`src/rtl/bp_fe_trace_packer_pkg.sv`:
```
// +----------------------------------------------------------------------------+
// | bp_fe_trace_packer_pkg: opcodes, FSM states and packet layout for the       |
// | FE trace packer.                                          Revision: 1.0     |
// +----------------------------------------------------------------------------+
`default_nettype none

package bp_fe_trace_packer_pkg;

  typedef enum logic [1:0] {
    e_trace_nop      = 2'd0,
    e_trace_redirect = 2'd1
  } bp_fe_trace_cmd_e;

  typedef enum logic [1:0] {
    e_ready = 2'd0,
    e_send  = 2'd1,
    e_cmd   = 2'd2,
    e_flush = 2'd3
  } bp_fe_trace_state_e;

  typedef enum logic [1:0] {
    e_fe_fetch     = 2'd0,
    e_fe_exception = 2'd1
  } bp_fe_queue_type_e;

  typedef enum logic [2:0] {
    e_op_state_reset    = 3'd0,
    e_op_pc_redirection = 3'd1
  } bp_fe_command_queue_opcode_e;

  localparam int fe_msg_type_width_lp = 2;
  localparam int fe_cmd_opcode_width_lp = 3;
  localparam int instr_width_lp = 32;

  // Trace packet layout, LSB first: instruction, then PC, then zero pad.
  localparam int pkt_instr_offset_lp = 0;
  localparam int pkt_pc_offset_lp    = instr_width_lp;

endpackage

`default_nettype wire

```
`src/rtl/bp_fe_trace_sat_counter.sv`:
```
// +----------------------------------------------------------------------------+
// | bp_fe_trace_sat_counter: up counter that sticks at all-ones.                |
// |                                                           Revision: 1.0     |
// +----------------------------------------------------------------------------+
`default_nettype none

module bp_fe_trace_sat_counter #(
  parameter int width_p = 32
) (
  input  logic               clk,
  input  logic               reset,
  input  logic               en_i,
  output logic [width_p-1:0] count_o
);

  always_ff @(posedge clk) begin
    if (reset)
      count_o <= '0;
    else if (en_i && !(&count_o))
      count_o <= count_o + 1'b1;
  end

endmodule

`default_nettype wire

```
`src/rtl/bp_fe_trace_packer.sv`:
```
// +----------------------------------------------------------------------------+
// | bp_fe_trace_packer: packs FE queue fetches into replay packets and turns    |
// | replay redirects into FE PC-redirect commands. Optional stall injection:    |
// | BP_FE_TRACE_PACKER_STALL_INJECT_EN.                       Revision: 1.0     |
// +----------------------------------------------------------------------------+
`default_nettype none

module bp_fe_trace_packer
  import bp_fe_trace_packer_pkg::*;
#(
  parameter int vaddr_width_p               = 39,
  parameter int paddr_width_p               = 22,
  parameter int asid_width_p                = 10,
  parameter int branch_metadata_fwd_width_p = 36,
  parameter int trace_ring_width_p          = 80,
  parameter int cnt_width_p                 = 32,
  localparam int fe_queue_width_lp = fe_msg_type_width_lp + vaddr_width_p + instr_width_lp
                                   + branch_metadata_fwd_width_p,
  localparam int fe_cmd_width_lp   = fe_cmd_opcode_width_lp + vaddr_width_p + paddr_width_p
                                   + asid_width_p + branch_metadata_fwd_width_p
) (
  input  logic                          clk,
  input  logic                          reset,
  input  logic [fe_queue_width_lp-1:0]  fe_queue_i,
  input  logic                          fe_queue_v_i,
  output logic                          fe_queue_yumi_o,
  output logic                          fe_queue_clr_o,
  output logic [fe_cmd_width_lp-1:0]    fe_cmd_o,
  output logic                          fe_cmd_v_o,
  input  logic                          fe_cmd_ready_i,
  output logic [trace_ring_width_p-1:0] trace_data_o,
  output logic                          trace_v_o,
  input  logic                          trace_ready_i,
  input  logic [trace_ring_width_p-1:0] trace_data_i,
  input  logic                          trace_v_i,
  output logic                          trace_yumi_o,
  output logic [cnt_width_p-1:0]        instr_cnt_o,
  output logic [cnt_width_p-1:0]        drop_cnt_o
);

  if (trace_ring_width_p < vaddr_width_p + instr_width_lp) begin : g_bad_ring_width
    $error("trace_ring_width_p must be >= vaddr_width_p+32");
  end

  // FE queue entry, MSB first: {msg_type, pc, instr, branch_metadata}.
  localparam int q_instr_lsb_lp = branch_metadata_fwd_width_p;
  localparam int q_pc_lsb_lp    = q_instr_lsb_lp + instr_width_lp;
  localparam int q_type_lsb_lp  = q_pc_lsb_lp + vaddr_width_p;

  bp_fe_trace_state_e state_r;

  logic [fe_msg_type_width_lp-1:0] q_msg_type;
  logic [vaddr_width_p-1:0]        q_pc, redirect_pc;
  logic [instr_width_lp-1:0]       q_instr;
  logic [1:0]                      cmd_opcode;
  logic                            q_is_fetch, stall, instr_inc, drop_inc;
  logic [trace_ring_width_p-1:0]   pkt_next;
  logic [fe_cmd_width_lp-1:0]      cmd_next;
  logic                            unused_bits;

  assign q_msg_type  = fe_queue_i[q_type_lsb_lp +: fe_msg_type_width_lp];
  assign q_pc        = fe_queue_i[q_pc_lsb_lp +: vaddr_width_p];
  assign q_instr     = fe_queue_i[q_instr_lsb_lp +: instr_width_lp];
  assign q_is_fetch  = (q_msg_type == e_fe_fetch);
  assign cmd_opcode  = trace_data_i[1:0];
  assign redirect_pc = trace_data_i[vaddr_width_p+1:2];
  assign unused_bits = ^{trace_data_i[trace_ring_width_p-1:vaddr_width_p+2],
                         fe_queue_i[branch_metadata_fwd_width_p-1:0]};

`ifdef BP_FE_TRACE_PACKER_STALL_INJECT_EN
  logic [15:0] lfsr_r;
  always_ff @(posedge clk) begin
    if (reset)
      lfsr_r <= 16'hACE1;
    else
      lfsr_r <= {lfsr_r[14:0], lfsr_r[15] ^ lfsr_r[13] ^ lfsr_r[12] ^ lfsr_r[10]};
  end
  assign stall = (lfsr_r[1:0] == 2'b00);
`else
  assign stall = 1'b0;
`endif

  always_comb begin
    pkt_next = '0;
    pkt_next[pkt_instr_offset_lp +: instr_width_lp] = q_instr;
    pkt_next[pkt_pc_offset_lp +: vaddr_width_p]     = q_pc;
    cmd_next = '0;
    cmd_next[fe_cmd_width_lp-1 -: fe_cmd_opcode_width_lp] = e_op_pc_redirection;
    cmd_next[fe_cmd_width_lp-1-fe_cmd_opcode_width_lp -: vaddr_width_p] = redirect_pc;
  end

  // Replay commands win over the FE queue; in SEND a new entry is only taken
  // on the cycle the current packet leaves.
  always_comb begin
    fe_queue_yumi_o = 1'b0;
    case (state_r)
      e_ready: fe_queue_yumi_o = !trace_v_i && fe_queue_v_i && !stall;
      e_send:  fe_queue_yumi_o = trace_ready_i && !trace_v_i && fe_queue_v_i
                                 && q_is_fetch && !stall;
      default: fe_queue_yumi_o = 1'b0;
    endcase
  end

  assign trace_yumi_o   = (state_r == e_ready) && trace_v_i;
  assign trace_v_o      = (state_r == e_send);
  assign fe_cmd_v_o     = (state_r == e_cmd);
  assign fe_queue_clr_o = (state_r == e_flush);
  assign instr_inc      = (state_r == e_send) && trace_ready_i;
  assign drop_inc       = (state_r == e_ready) && fe_queue_yumi_o && !q_is_fetch;

  always_ff @(posedge clk) begin
    if (reset) begin
      state_r      <= e_ready;
      trace_data_o <= '0;
      fe_cmd_o     <= '0;
    end else begin
      case (state_r)
        e_ready: begin
          if (trace_v_i) begin
            if (cmd_opcode == e_trace_redirect) begin
              fe_cmd_o <= cmd_next;
              state_r  <= e_cmd;
            end
          end else if (fe_queue_yumi_o && q_is_fetch) begin
            trace_data_o <= pkt_next;
            state_r      <= e_send;
          end
        end
        e_send: begin
          if (trace_ready_i) begin
            if (fe_queue_yumi_o)
              trace_data_o <= pkt_next;
            else
              state_r <= e_ready;
          end
        end
        e_cmd: begin
          if (fe_cmd_ready_i)
            state_r <= e_flush;
        end
        default: state_r <= e_ready;
      endcase
    end
  end

  bp_fe_trace_sat_counter #(.width_p(cnt_width_p)) u_instr_cnt (
    .clk     (clk),
    .reset   (reset),
    .en_i    (instr_inc),
    .count_o (instr_cnt_o)
  );

  bp_fe_trace_sat_counter #(.width_p(cnt_width_p)) u_drop_cnt (
    .clk     (clk),
    .reset   (reset),
    .en_i    (drop_inc),
    .count_o (drop_cnt_o)
  );

endmodule

`default_nettype wire

```
`config.mk`:
```
export PLATFORM = sky130hd
export DESIGN_NAME = bp_fe_trace_packer
export DESIGN_NICKNAME = d
export VERILOG_FILES = /design/src/rtl/bp_fe_trace_packer_pkg.sv /design/src/rtl/bp_fe_trace_sat_counter.sv /design/src/rtl/bp_fe_trace_packer.sv
export SDC_FILE = /design/constraint.sdc
export NUM_CORES = 1
export LEC_CHECK = 0
export CORE_AREA = 3 3 176 178
export DETAILED_ROUTE_END_ITERATION = 10
export DIE_AREA = 0 0 179 181
export SLEW_MARGIN = 10
export SYNTH_ARGS = -nofsm -noshare
export SYNTH_HDL_FRONTEND = slang
export SYNTH_HIERARCHICAL = 1
export SYNTH_SLANG_ARGS = --single-unit
```
`constraint.sdc`:
```
create_clock -name clk -period 3.3 [get_ports clk]
set_input_delay 0.66 -clock clk [delete_from_list [all_inputs] [get_ports clk]]
set_output_delay 0.66 -clock clk [all_outputs]
set_load 0.02 [all_outputs]
```
# [Yosys cells after proc, flatten, opt, wreduce, memory -nomap -nowiden]
# Index checks and enable logic that the tools add are counted.
[totals] ramBits=0 latchBits=0 n_memories=0 rom_bits=0 out_inout_bits=259 wordCells=55 reg_bits=186
[classes] multipliers=0 addsub=2 magnitude_cmp=0 reduce_logical=23 n_div=0 n_bitwise=0 mux=13 eq_ne=12 n_shift=0
[op_table] op="two-way mux 80 bit" n=4
[op_table] op="one-hot mux 80 bit (2 select lines)" n=1
[op_table] op="adder 32 x 1 -> 32 bit, second input constant" n=2
[op_table] op="AND reduction 32 bit" n=2
[op_table] op="two-way mux 2 bit" n=6
[op_table] op="logical AND 1 bit" n=11
[op_table] op="AND reduction 5 bit" n=2
[op_table] op="inequality test 2 x 1 -> 1 bit, second input constant" n=3
[op_table] op="inequality test 2 bit, second input constant" n=3
[op_table] op="inequality test 3 x 2 -> 1 bit, second input constant" n=2
[op_table] op="one-hot mux 2 bit (3 select lines)" n=1
[op_table] op="equality test 2 x 1 -> 1 bit, second input constant" n=2
[op_table] op="equality test 2 bit, second input constant" n=2
[op_table] op="logical NOT 1 bit" n=4
[op_table] op="logical NOT 2 bit" n=2
[op_table] op="AND reduction 3 bit" n=1
[op_table] op="one-hot mux 1 bit (2 select lines)" n=1
[op_table] op="nonzero test 2 bit" n=1

# [Longest topological paths before layout]
# Gate-level depths: netlist of the first run.
[logic_depth] depth_word=9 mapped_depth=8

# [By module]
# Netlist of the first run, hierarchy kept.
[modules_own_cells] module="bp_fe_trace_packer" n_inst=1 area_each_um2=4623.2 cells_each=590
[modules_own_cells] module="bp_fe_trace_sat_counter" n_inst=2 area_each_um2=1721.7 cells_each=191

# [Least setup slack after synthesis of the first run]
# No wires, ideal clock.
[synth_timing] kind="input to register" start="input trace_v_i" end="register u_drop_cnt.count_o[26]" path_stages=7 t_arrival_ns=2.693 slack_ns=0.479 setup_time_ns=0.128 path_buffers=0 cell_sequence="nand2b_1 > nor4_1 > and4_4 > nand4_4 > a2111oi_4 > xnor2_1 > nor2_1"
[synth_via] elab_chain_len=8
[synth_lines] element="start: declaration" line="bp_fe_trace_packer.sv:35" text="input logic trace_v_i,"
[synth_lines] element="logical NOT 1 bit *" line="bp_fe_trace_packer.sv:97, bp_fe_trace_packer.sv:98"
[synth_lines] element="logical AND 1 bit (2 in a row)" line="bp_fe_trace_packer.sv:98" text="e_send: fe_queue_yumi_o = trace_ready_i && !trace_v_i && fe_queue_v_i"
[synth_lines] element="logical AND 1 bit" line="bp_fe_trace_packer.sv:99" text="&& q_is_fetch && !stall;"
[synth_lines] element="one-hot mux 1 bit (2 select lines) *" line="bp_fe_trace_packer.sv:96" text="case (state_r)"
[synth_lines] element="logical AND 1 bit * (2 in a row)" line="bp_fe_trace_packer.sv:109" text="assign drop_inc = (state_r == e_ready) && fe_queue_yumi_o && !q_is_fetch;"
[synth_lines] element="via drop_inc" line="bp_fe_trace_packer.sv:56" text="logic q_is_fetch, stall, instr_inc, drop_inc;"
[synth_lines] element="logical AND 1 bit *" line="bp_fe_trace_sat_counter.sv:19" text="else if (en_i && !(&count_o))"
[synth_lines] element="end signal: assignment" line="bp_fe_trace_sat_counter.sv:20" text="count_o <= count_o + 1'b1;"
[synth_lines] element="end: declaration" line="bp_fe_trace_sat_counter.sv:13" text="output logic [width_p-1:0] count_o"
# The timed path passes the listed nets; every way through them passes the cells marked *.
# A chain may end at the register's enable or synchronous reset.

# [Worst setup path after layout of the first run]
[layout_timing] start="input trace_v_i" end="output fe_queue_yumi_o"
[layout_via] elab_chain_len=5
[layout_lines] element="logical NOT 1 bit *" line="bp_fe_trace_packer.sv:97, bp_fe_trace_packer.sv:98"
[layout_lines] element="logical AND 1 bit (2 in a row)" line="bp_fe_trace_packer.sv:98"
[layout_lines] element="logical AND 1 bit" line="bp_fe_trace_packer.sv:99"
[layout_lines] element="one-hot mux 1 bit (2 select lines) *" line="bp_fe_trace_packer.sv:96"
[layout_lines] element="end: declaration" line="bp_fe_trace_packer.sv:26" text="output logic fe_queue_yumi_o,"
# Every way passes the cells marked *; elsewhere a longest branch is shown, timed or not.

==> results of run 1 <==
## cells by family after synthesis
family	synth area share, %
DFF	43.9
other	0.0465
xor gates and xnor gates	2.82
buffers and inverters	11.6
AOI/OAI and AO/OA	16.2
and+or+nand+nor	25.1
adders and majority gates	0.310
## sequential cells by signal (all words and copies together) (netlist names)
signal,flops
fe_cmd_o,40
u_instr_cnt/count_o,32
u_drop_cnt/count_o,32
state_r,2
trace_data_o,71
## per-layer routing
metal  global-route usage [%]  up-vias  routed length, µm
met5                        0        -                 13
met4                     3.68        2                218
met3                     6.54       15               2480
met2                     22.7      245              10800
met1                     17.9     3418              10400
li1                         -     3702                  -
## worst register-to-register path, cell delays in order (launching register included)
cell,delay (ns)
dfxtp_1,0.58
nor2b_1,0.27
and2_1,0.27
buf_4,0.19
and2_1,0.12
o31ai_1,0.07
buf_4,0.21
or4_1,0.48
a21oi_1,0.15
## power breakdown
part	switching (W)	internal (W)	leakage, nW
sequential	0.0000236	0.00217	1.43
combinational	0.000270	0.000228	2.21
clock	0.000931	0.00114	0.269
total	0.00122	0.00354	3.91
## synthesized netlist by cell type (all sizes together), types with 9 or more instances
cell	number
and4	18
dfxtp	177
o31ai	10
o21ai	32
xnor2	18
buf	104
or3	32
nand2	248
a21oi	153
nand3	20
nor2	32
nand4	16
clkbuf	32
and2	9
## final timing paths
| check | from | end | slack, ns | depth (start not counted) |
|---|---|---|---|---|
| max | trace_v_i | fe_queue_yumi_o | 0.35 | 4 |
| min | trace_data_o[20]$_SDFFE_PP0P_ | trace_data_o[20]$_SDFFE_PP0P_ | 0.45 | 2 |
| max reg2reg | state_r[0]$_SDFFE_PP0P_ | u_instr_cnt/count_o[15]$_SDFFE_PP0P_ | 0.91 | 8 |
| min reg2reg | trace_data_o[20]$_SDFFE_PP0P_ | trace_data_o[20]$_SDFFE_PP0P_ | 0.45 | 2 |
## cells in the final DEF (no fill, tap or decap), types with 12 or more instances in the layout
| cell type | count |
|---|---|
| clkbuf_16 | 17 |
| or3_1 | 32 |
| a21oi_1 | 152 |
| conb_1 | 79 |
| o21ai_1 | 20 |
| clkdlybuf4s50_1 | 298 |
| and4_1 | 14 |
| o21ai_0 | 12 |
| nand3_1 | 20 |
| xnor2_1 | 18 |
| dfxtp_1 | 177 |
| nand2_1 | 246 |
| nor2_1 | 30 |
## per-stage QoR
stage	utilization (%)	cell area, µm²
6_report	39.5	11700
3_5_place_dp	37.5	11100
5_1_grt	39.5	11700
4_1_cts	39.5	11700
3_3_place_gp	37.5	11100
2_1_floorplan	-	8360
## area by class of cell
| class | instances | area, µm² | area share [%] |
|---|---|---|---|
| multi-input combinational | 729 | 3890 | 33.4 |
| timing repair buffer | 311 | 3130 | 26.9 |
| inverter | 8 | 30.0 | 0.257 |
| clock inverter | 12 | 134 | 1.15 |
| tap | 390 | 488 | 4.18 |
| sequential | 177 | 3540 | 30.4 |
| clock buffer | 20 | 447 | 3.83 |
==> run summary, run 1 <==
Setup CP Type: in -> out
measured slew at the worst slew-check pin: 0.566 ns
worst hold margin: 0.452 ns
P_leak: 3.91 nW
Fillers: 3,057
Longest Clk Path Bufs: 2
hold crit path type: reg -> reg
routed len/inst: 14.5 µm
sequential share of the synthesized area: 43.9%
Avg Cell Area, Syn: 8.30 µm²
full die area: 32,400 µm²
antenna violations before repair: 1
Core Box Area: 29,600 µm²
most used flip-flop cell after synthesis: dfxtp_1
DRT Pass-1 Iters: 5
Global Route Usage Sum: 14.4%
number of buffers created by CTS: 17
# resized after CTS: 0
Post-DRT Antenna Nets: 0
synth warn: 6
Hold Vio Cnt, Final: 0
slowest cell delay on critical path: 0.67 ns
Die X: 179 µm
global-route wire length before repair: 37.6 mm
Final Max Tran Viols: 0
die height: 181 µm
Final nets: 1,441
Via Count: 7,382
Syn-to-layout area delta: 44.6%
status: finished clean
Slowest cell on crit path: clkdlybuf4s50_1
# diodes: 0
Yosys top cell area share: 43.9%
pre-CTS WS: 0.132 ns
hold_buf cts: 0
top cell type by total area after synthesis: dfxtp_1
CP bufs+invs: 2
GP Congestion: 0.751
f_max: 0.339 GHz
Final period util: 89.4%
CP Capture Type: output pin
DR DRC count: 0
layout cells sized above 1: 6.28%
Initial Util: 27.3%
Post-Synthesis Cell Area: 8070 µm²
Worst IR Drop VDD: 0.272 mV
CTS tree: done
Inst Count DP: 1,615
largest net degree at the start of global routing: 72
worst path cell trace: clkdlybuf4s50_1 -> nand2b_1 -> a211oi_1 -> clkdlybuf4s50_1
Post-Layout Cell Count: 1,647
normalized max-slew margin: 62.3%
Post-synth EDFFs: 0
I/O Buffers: 299
setup bufs post-CTS: 0
GRT overflow: 0
PwrDens: 408 nW/µm²
DRT Wirelength: 23.9 mm
clock slew at reported path FFs: 0.07 ns
H-Tree Level Count: 4
worst endpoint required time: 2.64 ns
distinct cell type count after synthesis: 50
Critical Path AT: 2.29 ns
Clock Root Buffer: clkbuf_16
post-route worst setup slack: 0.350 ns
Worst Skew: 0.0103 ns
IO Pins: 454
Synth area leaders: dfxtp_1 (44%), nand2_1 (11%), a21oi_1 (9.4%)
Gate Count Post-Synth: 972
top cell family by delay on the critical path: buffers and inverters
Period minus WS final: 2.95 ns
Final Setup Violations: 0
row count: 63
total chip power: 0.00477 W
clk_lat worst skew: 0.43 ns
DRT iter0 DRCs: 312
crit path max fanout: 5
cell mode on critical path: clkdlybuf4s50_1
vias in the first global route: 7,026
fraction of registers with async set/reset: 0%
max cap viols: 0
FF+latch count, synth: 177
Vias/cell: 4.48
CTS Sinks: 177
RSZ-0062 raised after global routing: false
Setup TNS Final: 0 ns
DP HPWL: 17.0 mm
CP startpoint kind: input pin
Power figures use the tool's default switching activity.
==> run 2: changes to the inputs <==
--- a/config.mk
+++ b/config.mk
@@ -5,9 +5,9 @@
 export SDC_FILE = /design/constraint.sdc
 export NUM_CORES = 1
 export LEC_CHECK = 0
-export CORE_AREA = 3 3 176 178
+export CORE_AREA = 2 2 175 177
 export DETAILED_ROUTE_END_ITERATION = 10
-export DIE_AREA = 0 0 179 181
+export DIE_AREA = 0 0 177 179
 export SLEW_MARGIN = 10
 export SYNTH_ARGS = -nofsm -noshare
 export SYNTH_HDL_FRONTEND = slang
==> run 2 against run 1 <==
Clock-buffer cell count unchanged. Cell count grew 0.55%. Global-route usage is 0.083 points lower. Sequential power about the same. Die area is 2.2% lower. Fmax up 0.64%. Core utilization shrank 0.41 points. Combinational power about the same. Clock skew is 0.0017 ns lower. Flip-flop and latch count stayed put. Clock power increased by 5%. Total power up 2.1%. Critical path type unchanged. Critical endpoint unchanged. Largest cell class unchanged. Largest power group unchanged.
==> run summary, run 2 (synthesis results as in run 1) <==
full die area: 31,700 µm² (-2.2%)
Core Box Area: 30,000 µm² (+1.6%)
slowest cell delay on critical path: 0.65 ns (-0.02 ns)
Comb power frac: 10.3% (-0.2 points)
vias in the first global route: 6,769 (-3.7%)
Int Pwr: 0.00364 W (+2.8%)
PwrDens: 415 nW/µm² (+1.6%)
post-route worst setup slack: 0.369 ns (+0.0189 ns)
Hold Vio Cnt, Final: 0 (unchanged)
H-Tree Level Count: 4 (unchanged)
GP Congestion: 0.746 (-0.61%)
Reg power frac: 45.1% (-1.0 points)
global-route wire length before repair: 36.1 mm (-3.9%)
hold crit path type: reg -> reg
f_max: 0.341 GHz (+0.64%)
I/O Buffers: 299 (unchanged)
most frequent cells in the layout: clkdlybuf4s50_1 (298), nand2_1 (246), dfxtp_1 (177), a21oi_1 (152), conb_1 (79)
Largest register FFs: 71 (unchanged)
CP startpoint kind: input pin
Syn-to-layout area delta: 45.4%
Post-Layout Cell Count: 1,656 (+0.55%)
clock share of power: 44.7% (+1.2 points)
Clock Root Buffer: clkbuf_16
Final period util: 88.8% (-0.57 points)
clock slew at reported path FFs: 0.07 ns (about the same)
# resized after CTS: 0 (unchanged)
CTS tree: done
Critical Path AT: 2.27 ns (-0.02 ns)
layout cells sized above 1: 6.59% (+0.31 points)
antenna violations before repair: 1 (unchanged)
Period minus WS final: 2.93 ns (-0.0189 ns)
DRT Pass-1 Iters: 4 (-1)
worst path cell trace: clkdlybuf4s50_1 -> nor2_1 -> nand2_1 -> a211oi_1 -> clkdlybuf4s50_1
routed len/inst: 14.0 µm (-3.1%)
die height: 179 µm (-1.1%)
IO Pins: 454 (unchanged)
crit path max fanout: 2 (-3)
setup slack, reg-to-reg: 1.00 ns (+0.09 ns)
row count: 64 (+1.6%)
CP bufs+invs: 2 (unchanged)
commonest non-fill, non-tap cell in the layout: clkdlybuf4s50_1
biggest regs: trace_data_o (71), fe_cmd_o (40)
setup bufs post-CTS: 0 (unchanged)
DR DRC count: 0 (unchanged)
Worst Skew: 0.00854 ns (-0.00174 ns)
P_leak: 3.95 nW (+0.98%)
Final Setup Violations: 0 (unchanged)
worst endpoint required time: 2.64 ns (about the same)
clk_lat worst skew: 0.43 ns (about the same)
Switching Share: 25.2% (-0.48 points)
DRT iter0 DRCs: 336 (+7.7%)
Via Count: 7,420 (+0.51%)
switching power: 0.00123 W (+0.21%)
hold_buf cts: 0 (unchanged)
total chip power: 0.00487 W (+2.1%)
cell mode on critical path: clkdlybuf4s50_1
DRT Wirelength: 23.3 mm (-2.6%)
largest net degree at the start of global routing: 78 (+8.3%)
Global Route Usage Sum: 14.3% (-0.083 points)
max cap viols: 0 (unchanged)
Slowest cell on crit path: clkdlybuf4s50_1
Post-DRT Antenna Nets: 0 (unchanged)
CTS Sinks: 177 (unchanged)
Inst Count DP: 1,623 (+0.50%)
Setup CP Type: in -> out
GRT overflow: 0 (unchanged)
top cell family by delay on the critical path: buffers and inverters
measured slew at the worst slew-check pin: 0.649 ns (+0.0833 ns)
CP Capture Type: output pin
status: finished clean
Final nets: 1,443 (+0.14%)
Die X: 177 µm (-1.1%)
DP HPWL: 16.3 mm (-4.6%)
pre-CTS WS: 0.170 ns (+0.0377 ns)
Final Max Tran Viols: 0 (unchanged)
Worst IR Drop VDD: 0.306 mV (+12%)
Longest Clk Path Bufs: 2 (unchanged)
worst hold margin: 0.453 ns (+0.000662 ns)
normalized max-slew margin: 56.7% (-5.6 points)
Setup TNS Final: 0 ns (unchanged)
number of buffers created by CTS: 17 (unchanged)
Initial Util: 26.9% (-0.43 points)
RSZ-0062 raised after global routing: false
Vias/cell: 4.48 (about the same)
Reg with most FFs: trace_data_o
## run 2: path summary, 6_finish.rpt
path                                          endpoint                                start  depth (start not counted)
setup reg to reg  u_instr_cnt/count_o[23]$_SDFFE_PP0P_  u_instr_cnt/count_o[6]$_SDFFE_PP0P_                          6
hold reg to reg          trace_data_o[32]$_SDFFE_PP0P_        trace_data_o[32]$_SDFFE_PP0P_                          2
hold / removal           trace_data_o[32]$_SDFFE_PP0P_        trace_data_o[32]$_SDFFE_PP0P_                          2
setup / recovery                       fe_queue_yumi_o                      fe_queue_i[108]                          5
## run 2: worst reg2reg max path: stages (launching register included)
cell     delay (ns)
dfxtp_1        0.40
and4_2         0.50
nand4_4        0.24
o31ai_2        0.56
buf_4          0.29
or4_1          0.12
a21oi_1        0.06
## run 2: area by class of cell
| type | instances | area, µm² |
|---|---|---|
| Antenna cell | 1 | 2.50 |
| Clock buffer | 20 | 457 |
| Clock inverter | 12 | 155 |
| Fill cell | 3054 | 18300 |
| Inverter | 8 | 30.0 |
| Multi-Input combinational cell | 729 | 3900 |
| Sequential cell | 177 | 3540 |
| Tap cell | 396 | 495 |
| Timing Repair Buffer | 313 | 3150 |
## run 2: metrics by stage
stage | utilization [%] | area [µm²]
2_1_floorplan | - | 8360
3_3_place_gp | 37.0 | 11100
3_5_place_dp | 37.0 | 11100
4_1_cts | 39.1 | 11700
5_1_grt | 39.1 | 11700
6_report | 39.1 | 11700
## run 2: power groups by stage
| stage | clock [W] | sequential (W) | combinational (W) |
|---|---|---|---|
| 6_report | 0.00217 | 0.00220 | 0.000499 |
| 5_1_grt | 0.00233 | 0.00220 | 0.000542 |
| 4_1_cts | 0.00227 | 0.00219 | 0.000504 |
| 3_5_place_dp | 0 | 0.00224 | 0.000502 |
| 3_3_place_gp | 0 | 0.00224 | 0.000501 |
| 2_1_floorplan | 0 | 0.00228 | 0.000269 |
## run 2: per-layer routing
metal / vias to the layer above / wire [µm] / track usage [%]
met5: - / 0 / 0
met4: 0 / 254 / 4.06
met3: 14 / 2370 / 6.34
met2: 272 / 10900 / 23.4
met1: 3421 / 9760 / 17.0
li1: 3713 / - / -
==> run 3: changes to the inputs <==
--- a/config.mk
+++ b/config.mk
@@ -5,11 +5,13 @@
 export SDC_FILE = /design/constraint.sdc
 export NUM_CORES = 1
 export LEC_CHECK = 0
-export CORE_AREA = 2 2 175 177
+export ABC_AREA = 1
+export CORE_AREA = 2 2 177 179
 export DETAILED_ROUTE_END_ITERATION = 10
-export DIE_AREA = 0 0 177 179
+export DIE_AREA = 0 0 179 181
 export SLEW_MARGIN = 10
 export SYNTH_ARGS = -nofsm -noshare
 export SYNTH_HDL_FRONTEND = slang
 export SYNTH_HIERARCHICAL = 1
 export SYNTH_SLANG_ARGS = --single-unit
+export TNS_END_PERCENT = 30
==> run 3 against run 2 <==
Synthesized area grew 17%. Worst setup slack lost 0.18 ns. Flip-flop and latch count is the same. Global-route usage grew 3.6 points. Via count grew 21%. Register-to-register slack lost 0.04 ns. Non-clock buffer count grew 2. Clock-buffer cell count is the same. Largest power group unchanged.
==> run summary, run 3 <==
status: finished clean
Final period util: 94.1% (+5.3 points)
measured slew at the worst slew-check pin: 1.10 ns (+0.450 ns)
Final nets: 1,723 (+19%)
IO Pins: 454 (unchanged)
Post-synth top cells: nand2_1 (247), nor2_1 (239), dfxtp_1 (177)
die height: 181 µm (+1.1%)
row count: 64 (unchanged)
clock slew at reported path FFs: 0.07 ns (about the same)
Hold Vio Cnt, Final: 0 (unchanged)
full die area: 32,400 µm² (+2.3%)
fraction of registers with async set/reset: 0% (unchanged)
Core Box Area: 30,300 µm² (+1.1%)
PwrDens: 431 nW/µm² (+3.9%)
Fillers: 3,053 (-0.033%)
Inst Count DP: 1,903 (+17%)
vias in the first global route: 8,528 (+26%)
Post-Synthesis Cell Area: 9440 µm² (+17%)
Post-synth EDFFs: 0 (unchanged)
hold crit path type: reg -> reg
Avg Cell Area, Syn: 7.53 µm² (-9.3%)
Gate Count Post-Synth: 1,254 (+29%)
most frequent cell after synthesis: nand2_1
global-route wire length before repair: 46.4 mm (+28%)
Post-Layout Cell Count: 1,935 (+17%)
largest family of logic cells by synthesized area: simple AND/OR/NAND/NOR gates
sequential share of the synthesized area: 37.5% (-6.4 points)
P_leak: 4.53 nW (+15%)
f_max: 0.322 GHz (-5.6%)
worst hold margin: 0.475 ns (+0.0217 ns)
CTS tree: done
max cap viols: 0 (unchanged)
setup bufs post-CTS: 0 (unchanged)
hold_buf cts: 0 (unchanged)
DRT Pass-1 Iters: 5 (+1)
Yosys top cell area share: 37.5% (-6.4 points)
Die X: 179 µm (+1.1%)
Via Count: 8,948 (+21%)
Final Max Tran Viols: 0 (unchanged)
Final Setup Violations: 0 (unchanged)
Syn-to-layout area delta: 37.0%
RSZ-0062 raised after global routing: false
Setup TNS Final: 0 ns (unchanged)
DR DRC count: 0 (unchanged)
largest net degree at the start of global routing: 72 (-7.7%)
Setup CP Type: in -> out
crit path max fanout: 3 (+1)
Adder-Cell Fraction of Synth Area: 0.265% (-0.045 points)
CTS Sinks: 177 (unchanged)
normalized max-slew margin: 26.2% (-30 points)
number of buffers created by CTS: 17 (unchanged)
Longest Clk Path Bufs: 2 (unchanged)
I/O Buffers: 299 (unchanged)
most used flip-flop cell after synthesis: dfxtp_1
CP Capture Type: output pin
Vias/cell: 4.62 (+3.2%)
H-Tree Level Count: 4 (unchanged)
Global Route Usage Sum: 17.9% (+3.6 points)
Reg with most FFs: trace_data_o
Post-DRT Antenna Nets: 0 (unchanged)
Synth Area in Compound Gates: 11.8% (-4.5 points)
Synth Area in Simple Gates: 36.8% (+12 points)
DRT Wirelength: 28.7 mm (+23%)
DRT iter0 DRCs: 477 (+42%)
commonest non-fill, non-tap cell in the layout: clkdlybuf4s50_1
Worst IR Drop VDD: 0.313 mV (+2.4%)
antenna violations before repair: 0 (-1)
synth warn: 6 (unchanged)
CP startpoint kind: input pin
biggest regs: trace_data_o (71), fe_cmd_o (40)
total chip power: 0.00558 W (+15%)
# resized after CTS: 0 (unchanged)
FF+latch count, synth: 177 (unchanged)
GP Congestion: 0.857 (+15%)
Worst Skew: 0.0154 ns (+0.00690 ns)
# diodes: 0 (-1)
clk_lat worst skew: 0.43 ns (about the same)
routed len/inst: 14.8 µm (+5.6%)
Critical Path AT: 2.45 ns (+0.18 ns)
post-synthesis xor/xnor area fraction: 0.371% (-2.5 points)
distinct cell type count after synthesis: 32 (-36%)
most frequent cells in the layout: clkdlybuf4s50_1 (298), nand2_1 (247), nor2_1 (239), dfxtp_1 (177), conb_1 (79)
top cell type by total area after synthesis: dfxtp_1
Initial Util: 31.1% (+4.2 points)
layout cells sized above 1: 14.7% (+8.1 points)
Period minus WS final: 3.11 ns (+0.176 ns)
DP HPWL: 20.5 mm (+26%)
worst endpoint required time: 2.64 ns (about the same)
Clock Root Buffer: clkbuf_16
GRT overflow: 0 (unchanged)
post-synthesis mux area share: 0% (unchanged)
Largest register FFs: 71 (unchanged)
Synth area leaders: dfxtp_1 (38%), nand2_1 (9.8%), nor2_1 (9.5%)
==> run 3: cell types whose count changed after synthesis, moves of 16 or more <==
cell     change
nor2_1     +209
a21oi_1    -104
nand3_2     +71
a21oi_2     +68
nand3_1     +49
inv_1       +45
or3_1       -32
o21ai_0     +30
o21ai_1     -20
xnor2_1     -16
==> run 3: per-stage QoR <==
step | area [µm²] | setup WS, ns | utilization, %
after floorplan | 9730 | 0.635 | -
after global placement | 12300 | 0.212 | 40.6
after detailed placement | 12300 | 0.189 | 40.6
after CTS | 12900 | 0.168 | 42.6
after global routing | 12900 | 0.0653 | 42.6
final | 12900 | 0.194 | 42.6
==> run 3: final timing paths <==
check        cells past startpoint  slack, ns                             endpoint                          startpoint
max                              6       0.19                      fe_queue_yumi_o                           trace_v_i
max reg2reg                     10       0.96  u_drop_cnt/count_o[12]$_SDFFE_PP0P_  u_drop_cnt/count_o[0]$_SDFFE_PP0P_
min                              2       0.47        trace_data_o[27]$_SDFFE_PP0P_       trace_data_o[27]$_SDFFE_PP0P_
min reg2reg                      2       0.47        trace_data_o[27]$_SDFFE_PP0P_       trace_data_o[27]$_SDFFE_PP0P_
==> run 3: report_power, final <==
group          internal (W)  switching, W  leakage [nW]  total (W)
logic              0.000439      0.000684          2.80    0.00112
clock network       0.00120      0.000960         0.296    0.00216
registers           0.00223     0.0000646          1.43    0.00230
total               0.00387       0.00171          4.53    0.00558
==> run 3: final cells by class <==
class	count	area, µm²	share of cell area [%]
Clock buffer	20	467	3.61
Clock inverter	12	144	1.11
Inverter	55	206	1.60
Multi-Input combinational cell	960	4960	38.3
Sequential cell	177	3540	27.4
Tap cell	396	495	3.83
Timing Repair Buffer	315	3120	24.1
==> run 3: logic make-up (layout without fill, tap and decap cells) <==
| logic type | after synthesis | after routing |
|---|---|---|
| AOI/OAI and AO/OA | 166 | 166 |
| adders and majority gates | 2 | 2 |
| DFF | 177 | 177 |
| and+or+nand+nor | 709 | 709 |
| xor gates and xnor gates | 4 | 4 |
| buffers and inverters | 195 | 402 |
| other | 1 | 79 |
==> run 3: critical path, stage by stage <==
cell,delay [ns]
clkdlybuf4s50_1,0.43
inv_1,0.09
nand2_1,0.10
nor2_1,0.21
a21boi_4,0.29
clkdlybuf4s50_1,0.66
==> run 3: metal layers <==
metal / track usage, % / wire length [µm] / share of wire (%)
met1: 22.2 / 12100 / 42
met2: 28.9 / 13500 / 47
met3: 6.82 / 2560 / 8.9
met4: 5.14 / 493 / 1.7
met5: 0 / 0 / 0
